## src/rtl/dcs_clk_monitor.sv

```systemverilog
// Measures the DCS output (through an external divide-by-4) over a fixed clk_50m gate window
// and reports which PLL input it matches, plus mismatch/dead/unknown flags.
module dcs_clk_monitor #(
  parameter int GATE_CYCLES = 50000,
  parameter int CNT_W       = 16,
  parameter int EXP0        = 6250,
  parameter int EXP1        = 5488,
  parameter int EXP2        = 5000,
  parameter int EXP3        = 3750,
  parameter int TOL         = 20
) (
  input  logic             clk_50m,
  input  logic             rst,
  input  logic             enable,
  input  logic             meas_in,
  input  logic [3:0]       clksel_in,
  output logic [CNT_W-1:0] freq_count,
  output logic             count_valid,
  output logic [1:0]       sel_idx,
  output logic             sel_match,
  output logic             unknown,
  output logic             dead,
  output logic             busy
);

  localparam int GATE_W = (GATE_CYCLES > 1) ? $clog2(GATE_CYCLES) : 1;
  localparam logic [GATE_W-1:0] GATE_LAST = GATE_W'(GATE_CYCLES - 1);
  localparam logic [CNT_W-1:0]  CNT_MAX   = '1;
  localparam logic signed [CNT_W:0] TOL_P = (CNT_W+1)'(TOL);
  localparam logic signed [CNT_W:0] TOL_N = -TOL_P;
  localparam logic [CNT_W-1:0] EXP_TAB [4] = '{CNT_W'(EXP0), CNT_W'(EXP1), CNT_W'(EXP2), CNT_W'(EXP3)};

  typedef enum logic [1:0] {IDLE, SETTLE, MEASURE, REPORT} state_t;

  state_t            state_reg, state_next;
  logic              sync1_reg, sync2_reg, sync3_reg;
  logic              meas_edge;
  logic [GATE_W-1:0] gate_cnt_reg;
  logic [CNT_W-1:0]  edge_cnt_reg;
  logic              ovf_reg;
  logic [3:0]        sel_q_reg;
  logic              clear_cnt, capture_sel, do_report;
  logic              gate_last, sel_changed;

  logic [CNT_W-1:0]  freq_count_reg;
  logic              count_valid_reg;
  logic [1:0]        sel_idx_reg;
  logic              sel_match_reg, unknown_reg, dead_reg;

  logic [3:0]        hit;
  logic              any_hit;
  logic [1:0]        match_idx;
  logic              sel_onehot;
  logic              cls_dead, cls_unknown, cls_match;
  logic [1:0]        cls_idx;

  // Two flops for metastability, the third only for rising-edge detection.
  always_ff @(posedge clk_50m) begin
    if (!rst) begin
      sync1_reg <= 1'b0;
      sync2_reg <= 1'b0;
      sync3_reg <= 1'b0;
    end else begin
      sync1_reg <= meas_in;
      sync2_reg <= sync1_reg;
      sync3_reg <= sync2_reg;
    end
  end

  assign meas_edge   = sync2_reg & ~sync3_reg;
  assign gate_last   = (gate_cnt_reg == GATE_LAST);
  assign sel_changed = (clksel_in != sel_q_reg);

  always_ff @(posedge clk_50m) begin
    if (!rst) state_reg <= IDLE;
    else      state_reg <= state_next;
  end

  always_comb begin
    state_next  = state_reg;
    clear_cnt   = 1'b0;
    capture_sel = 1'b0;
    do_report   = 1'b0;
    if (!enable) begin
      state_next = IDLE;
      clear_cnt  = 1'b1;
    end else begin
      case (state_reg)
        IDLE: begin
          state_next  = SETTLE;
          capture_sel = 1'b1;
          clear_cnt   = 1'b1;
        end
        SETTLE: begin
          if (sel_changed) begin
            capture_sel = 1'b1;
            clear_cnt   = 1'b1;
          end else if (gate_last) begin
            state_next = MEASURE;
            clear_cnt  = 1'b1;
          end
        end
        MEASURE: begin
          // A select change on the terminal cycle aborts rather than reports.
          if (sel_changed) begin
            state_next  = SETTLE;
            capture_sel = 1'b1;
            clear_cnt   = 1'b1;
          end else if (gate_last) begin
            state_next = REPORT;
          end
        end
        REPORT: begin
          do_report  = 1'b1;
          clear_cnt  = 1'b1;
          state_next = MEASURE;
        end
        default: state_next = IDLE;
      endcase
    end
  end

  always_ff @(posedge clk_50m) begin
    if (!rst) begin
      gate_cnt_reg <= '0;
      edge_cnt_reg <= '0;
      ovf_reg      <= 1'b0;
    end else if (clear_cnt) begin
      gate_cnt_reg <= '0;
      edge_cnt_reg <= '0;
      ovf_reg      <= 1'b0;
    end else if (state_reg == SETTLE || state_reg == MEASURE) begin
      gate_cnt_reg <= gate_cnt_reg + 1'b1;
      if (state_reg == MEASURE && meas_edge) begin
        if (edge_cnt_reg == CNT_MAX) ovf_reg      <= 1'b1;
        else                         edge_cnt_reg <= edge_cnt_reg + 1'b1;
      end
    end
  end

  always_ff @(posedge clk_50m) begin
    if (!rst)             sel_q_reg <= '0;
    else if (capture_sel) sel_q_reg <= clksel_in;
  end

  // Signed CNT_W+1 difference so counts below EXPn do not wrap.
  for (genvar gi = 0; gi < 4; gi++) begin : g_cls
    logic signed [CNT_W:0] diff;
    assign diff    = $signed({1'b0, edge_cnt_reg}) - $signed({1'b0, EXP_TAB[gi]});
    assign hit[gi] = (diff <= TOL_P) && (diff >= TOL_N);
  end

  always_comb begin
    any_hit   = 1'b0;
    match_idx = 2'd0;
    for (int n = 3; n >= 0; n--) begin
      if (hit[n]) begin
        any_hit   = 1'b1;
        match_idx = 2'(n);
      end
    end
  end

  assign sel_onehot  = (sel_q_reg != 4'd0) && ((sel_q_reg & (sel_q_reg - 4'd1)) == 4'd0);
  assign cls_dead    = (edge_cnt_reg == '0);
  assign cls_unknown = ovf_reg | ~any_hit | cls_dead;
  assign cls_idx     = cls_unknown ? 2'd0 : match_idx;
  assign cls_match   = ~cls_unknown & sel_onehot & sel_q_reg[cls_idx];

  always_ff @(posedge clk_50m) begin
    if (!rst) begin
      freq_count_reg  <= '0;
      count_valid_reg <= 1'b0;
      sel_idx_reg     <= 2'd0;
      sel_match_reg   <= 1'b0;
      unknown_reg     <= 1'b0;
      dead_reg        <= 1'b0;
    end else begin
      count_valid_reg <= do_report;
      if (do_report) begin
        freq_count_reg <= edge_cnt_reg;
        sel_idx_reg    <= cls_idx;
        sel_match_reg  <= cls_match;
        unknown_reg    <= cls_unknown;
        dead_reg       <= cls_dead;
      end
    end
  end

  assign freq_count  = freq_count_reg;
  assign count_valid = count_valid_reg;
  assign sel_idx     = sel_idx_reg;
  assign sel_match   = sel_match_reg;
  assign unknown     = unknown_reg;
  assign dead        = dead_reg;
  assign busy        = (state_reg != IDLE);

endmodule
```

## config.mk

```make
export PLATFORM = sky130hd
export DESIGN_NAME = dcs_clk_monitor
export DESIGN_NICKNAME = d
export VERILOG_FILES = /design/src/rtl/dcs_clk_monitor.sv
export SDC_FILE = /design/constraint.sdc
export NUM_CORES = 1
export LEC_CHECK = 0
export ABC_CLOCK_PERIOD_IN_PS = 2800
export CORE_ASPECT_RATIO = 0.8
export CORE_UTILIZATION = 54
export DETAILED_ROUTE_END_ITERATION = 8
export PLACE_DENSITY = 0.85
export SETUP_SLACK_MARGIN = 0.02
export SYNTH_ARGS = -nofsm -noshare
export SYNTH_HDL_FRONTEND = slang
export SYNTH_SLANG_ARGS = --single-unit
```

## constraint.sdc

```tcl
create_clock -name clk_50m -period 2.8 [get_ports clk_50m]
set_clock_uncertainty 0.05 [all_clocks]
set_input_delay 0.42 -clock clk_50m [delete_from_list [all_inputs] [get_ports clk_50m]]
set_output_delay 0.42 -clock clk_50m [all_outputs]
set_load 0.1 [all_outputs]
```

==> results.cfg <==
[grt]
grt_pass1_wl_mm = 23.0
met3_usage_pct = 7.52
grt_pass1_vias = 4567
grt_use_total_pct = 32.3
top_usage_layer = met2
grt_max_degree = 33
antenna_found_initial = 0
use_met2_pct = 50.6
grt_overflow = 0
grt_use_met1_pct = 43.1

[clock_tree]
cts_buffers = 9
clk_pin_slew_ps = 70
insertion_delay_ps = 350
cts_max_path_buffers = 2
root_buffer = clkbuf_8
ctsHoldBuffers = 0
cts.sinks = 64
cts_tree = done
h-tree-depth = 3

[timing]
fin_crit_ps = 2660
hold_viol = 0
maxSlewHeadroom_pct = 43.9
fin_hold_ws_ps = 399
rsz0062_at_grt = no
max_freq_ghz = 0.376
setup_viol = 0
final-max-slew-violation-count = 0
post-route-period-util_pct = 94.9
tightest_slew_ps = 840

[floorplanning]
die_h_um = 85.9
placement_rows = 30
dieArea_um2 = 9180
initial_core_util_pct = 55.8
die_w_um = 107
top_level_ports = 31
design.core.area_um2 = 8520

[drt]
vias = 4864
wl_per_cell_um = 19.0
drtIter0Drc = 586
wl_mm = 14.6
ant_nets = 0
routed_via_density = 6.32
drt_pass1_iterations = 5
drc = 0

[power]
leakage_nw = 2.23
ir_drop_uv = 363
power.density_nw_per_um2 = 308

[setup_path]
crit_type = flip-flop to flip-flop
regToRegEndpoint = sel_match
cpMaxStageDelayCell = a2111oi_1
crit_path_start_kind = flip-flop
crit_chain = ha_2 > nand2b_2 > nand2_1 > a2111oi_1 > and4b_1 > a32o_1 > buf_4 > o21ai_0 > o311a_1 > o31ai_2
slowest_delay_ps = 450
path_delay_family = compound AO/OA/AOI/OAI gates
arrival_ps = 2880
worst-path-max-fanout = 6
crit_buf_inv = 1
required_ps = 3020
r2r_slack_ps = 140
rr_worst_depth = 10
regToRegStartpoint = edge_cnt_reg[1]
critPathCaptureType = flip-flop

[finish]
post-route-util_pct = 66.1
synthToLayoutAreaGrowth_pct = 18.5
drive_above_1_share_pct = 21.0
num_antenna_cells = 0
nNetsFinal = 684
n_fill_cell = 679
fin_cells = 770

[synth]
syn_nets = 631
synth-seq-cells = 64
netlist-cell-type-count = 74
ys_seq_area_share_pct = 27.0
synth_edf_count = 0
synth_cells = 600
synth_area_leaders = dfxtp_1 (27%), ha_1 (6.1%), xnor2_1 (5.5%)
ys_warn_count = 0
synth_flop_cell = dfxtp_1
avgSynthCellArea_um2 = 7.92
yosysTopAreaCell = dfxtp_1
postSynth.asyncResetShare_pct = 0
syn_area_um2 = 4750
synth_top_area_share_pct = 27.0

[worst_hold_path]
min-delay-start = sync1_reg
hold_path.class = flip-flop to flip-flop
whs_endpoint = sync2_reg
whs_path_depth = 1

[run]
drv_cap = 0

[placement]
port_buffers = 30
dp_cells = 752
gp_congestion = 1.01
hpwl_mm = 10.2

[status]
status = finished, final reports clean
==> power breakdown <==
group | switching (W) | leakage (nW) | internal (W)
logic | 0.0000480 | 1.62 | 0.0000385
registers | 0.00000978 | 0.522 | 0.000914
clock network | 0.000377 | 0.0926 | 0.000347
total | 0.000435 | 2.23 | 0.00130
==> final cells by class <==
type / count / area (um2) / share of cell area [%]
Sequential cell: 64 / 1300 / 23.1
Inverter: 21 / 81.3 / 1.44
Multi-Input combinational cell: 473 / 3250 / 57.7
Clock buffer: 10 / 138 / 2.44
Clock inverter: 6 / 43.8 / 0.778
Timing Repair Buffer: 84 / 677 / 12.0
Tap cell: 112 / 140 / 2.49
==> cell families after synthesis <==
logic type | count (synthesis) | synth area share, %
xor+xnor | 52 | 9.58
simple gates | 245 | 26.3
buf+inv | 63 | 6.95
fa+ha+maj | 23 | 6.06
compound gates | 145 | 22.4
mux | 8 | 1.69
flops | 64 | 27.0
==> placed cells by master (no fill, tap or decap), types with 4 or more instances in the layout <==
cell	synthesis	final
buf_4	6	74
nand2b_1	5	4
nor2b_1	13	12
a211oi_1	8	5
nor4_1	8	8
ha_1	23	18
a21oi_2	2	4
mux2i_1	8	8
nor2_1	57	57
a211o_1	6	6
nor3_1	16	16
a21boi_0	19	19
o21ai_0	26	24
nand2_1	64	64
dfxtp_1	64	55
or2_1	4	4
nand4_1	13	13
xnor2_1	30	30
clkbuf_8	0	10
xor2_1	22	22
inv_1	19	17
o211a_1	8	8
and2_1	11	11
dfxtp_2	0	6
clkdlybuf4s50_1	0	7
a21oi_1	25	23
or3_1	8	8
or4_1	5	4
nand3_1	17	17
and3_1	6	6
==> routing by layer <==
layer,routed length [um],up-vias,share of wire (%)
li1,-,2241,-
met1,6150,2298,42
met2,6560,279,45
met3,1460,46,10
met4,447,0,3.1
met5,0,-,0
==> worst max-delay path by stage <==
stage                               start          to  slack (ps)  cells after the start
after floorplan           edge_cnt_reg[3]  sel_idx[1]          70                     13
after global placement    edge_cnt_reg[5]   sel_match         -10                      9
after detailed placement  edge_cnt_reg[7]   sel_match         -10                     10
after CTS                 edge_cnt_reg[4]   sel_match          40                      9
after global routing      edge_cnt_reg[6]   sel_match         0.3                      9
final                     edge_cnt_reg[1]   sel_match         140                     10
==> stage by stage <==
| step | total power (W) | cell area (um2) | setup TNS (ps) | setup WS (ps) |
|---|---|---|---|---|
| 4_1_cts | 0.00175 | 5490 | 0 | 35.4 |
| 3_3_place_gp | 0.00103 | 5300 | -12.5 | -12.5 |
| 2_1_floorplan | 0.00100 | 4750 | 0 | 67.0 |
| 3_5_place_dp | 0.00103 | 5300 | -13.9 | -13.9 |
| 5_1_grt | 0.00180 | 5630 | 0 | 0.306 |
| 6_report | 0.00173 | 5630 | 0 | 143 |
==> repair_timing <==
action	CTS	global route
endpoints found under the hold margin	0	0
pin swaps	0	9
buffers inserted	0	2
gates resized for setup	6	35
endpoints found under the setup margin	2	4
==> Yosys cell counts, drive strengths merged, types with 17 or more instances <==
cell    count
a21boi     21
a21oi      27
buf        28
dfxtp      64
ha         23
inv        20
nand2      64
nand3      17
nor2       57
o21ai      28
xnor2      30
xor2       22
==> worst reg2reg max path, stage by stage (launching register included) <==
cell	delay, ps
dfxtp_2	360
ha_2	270
nand2b_2	230
nand2_1	70
a2111oi_1	450
and4b_1	300
a32o_1	220
buf_4	140
o21ai_0	110
o311a_1	170
o31ai_2	220
(Power assumes the default switching activity.)
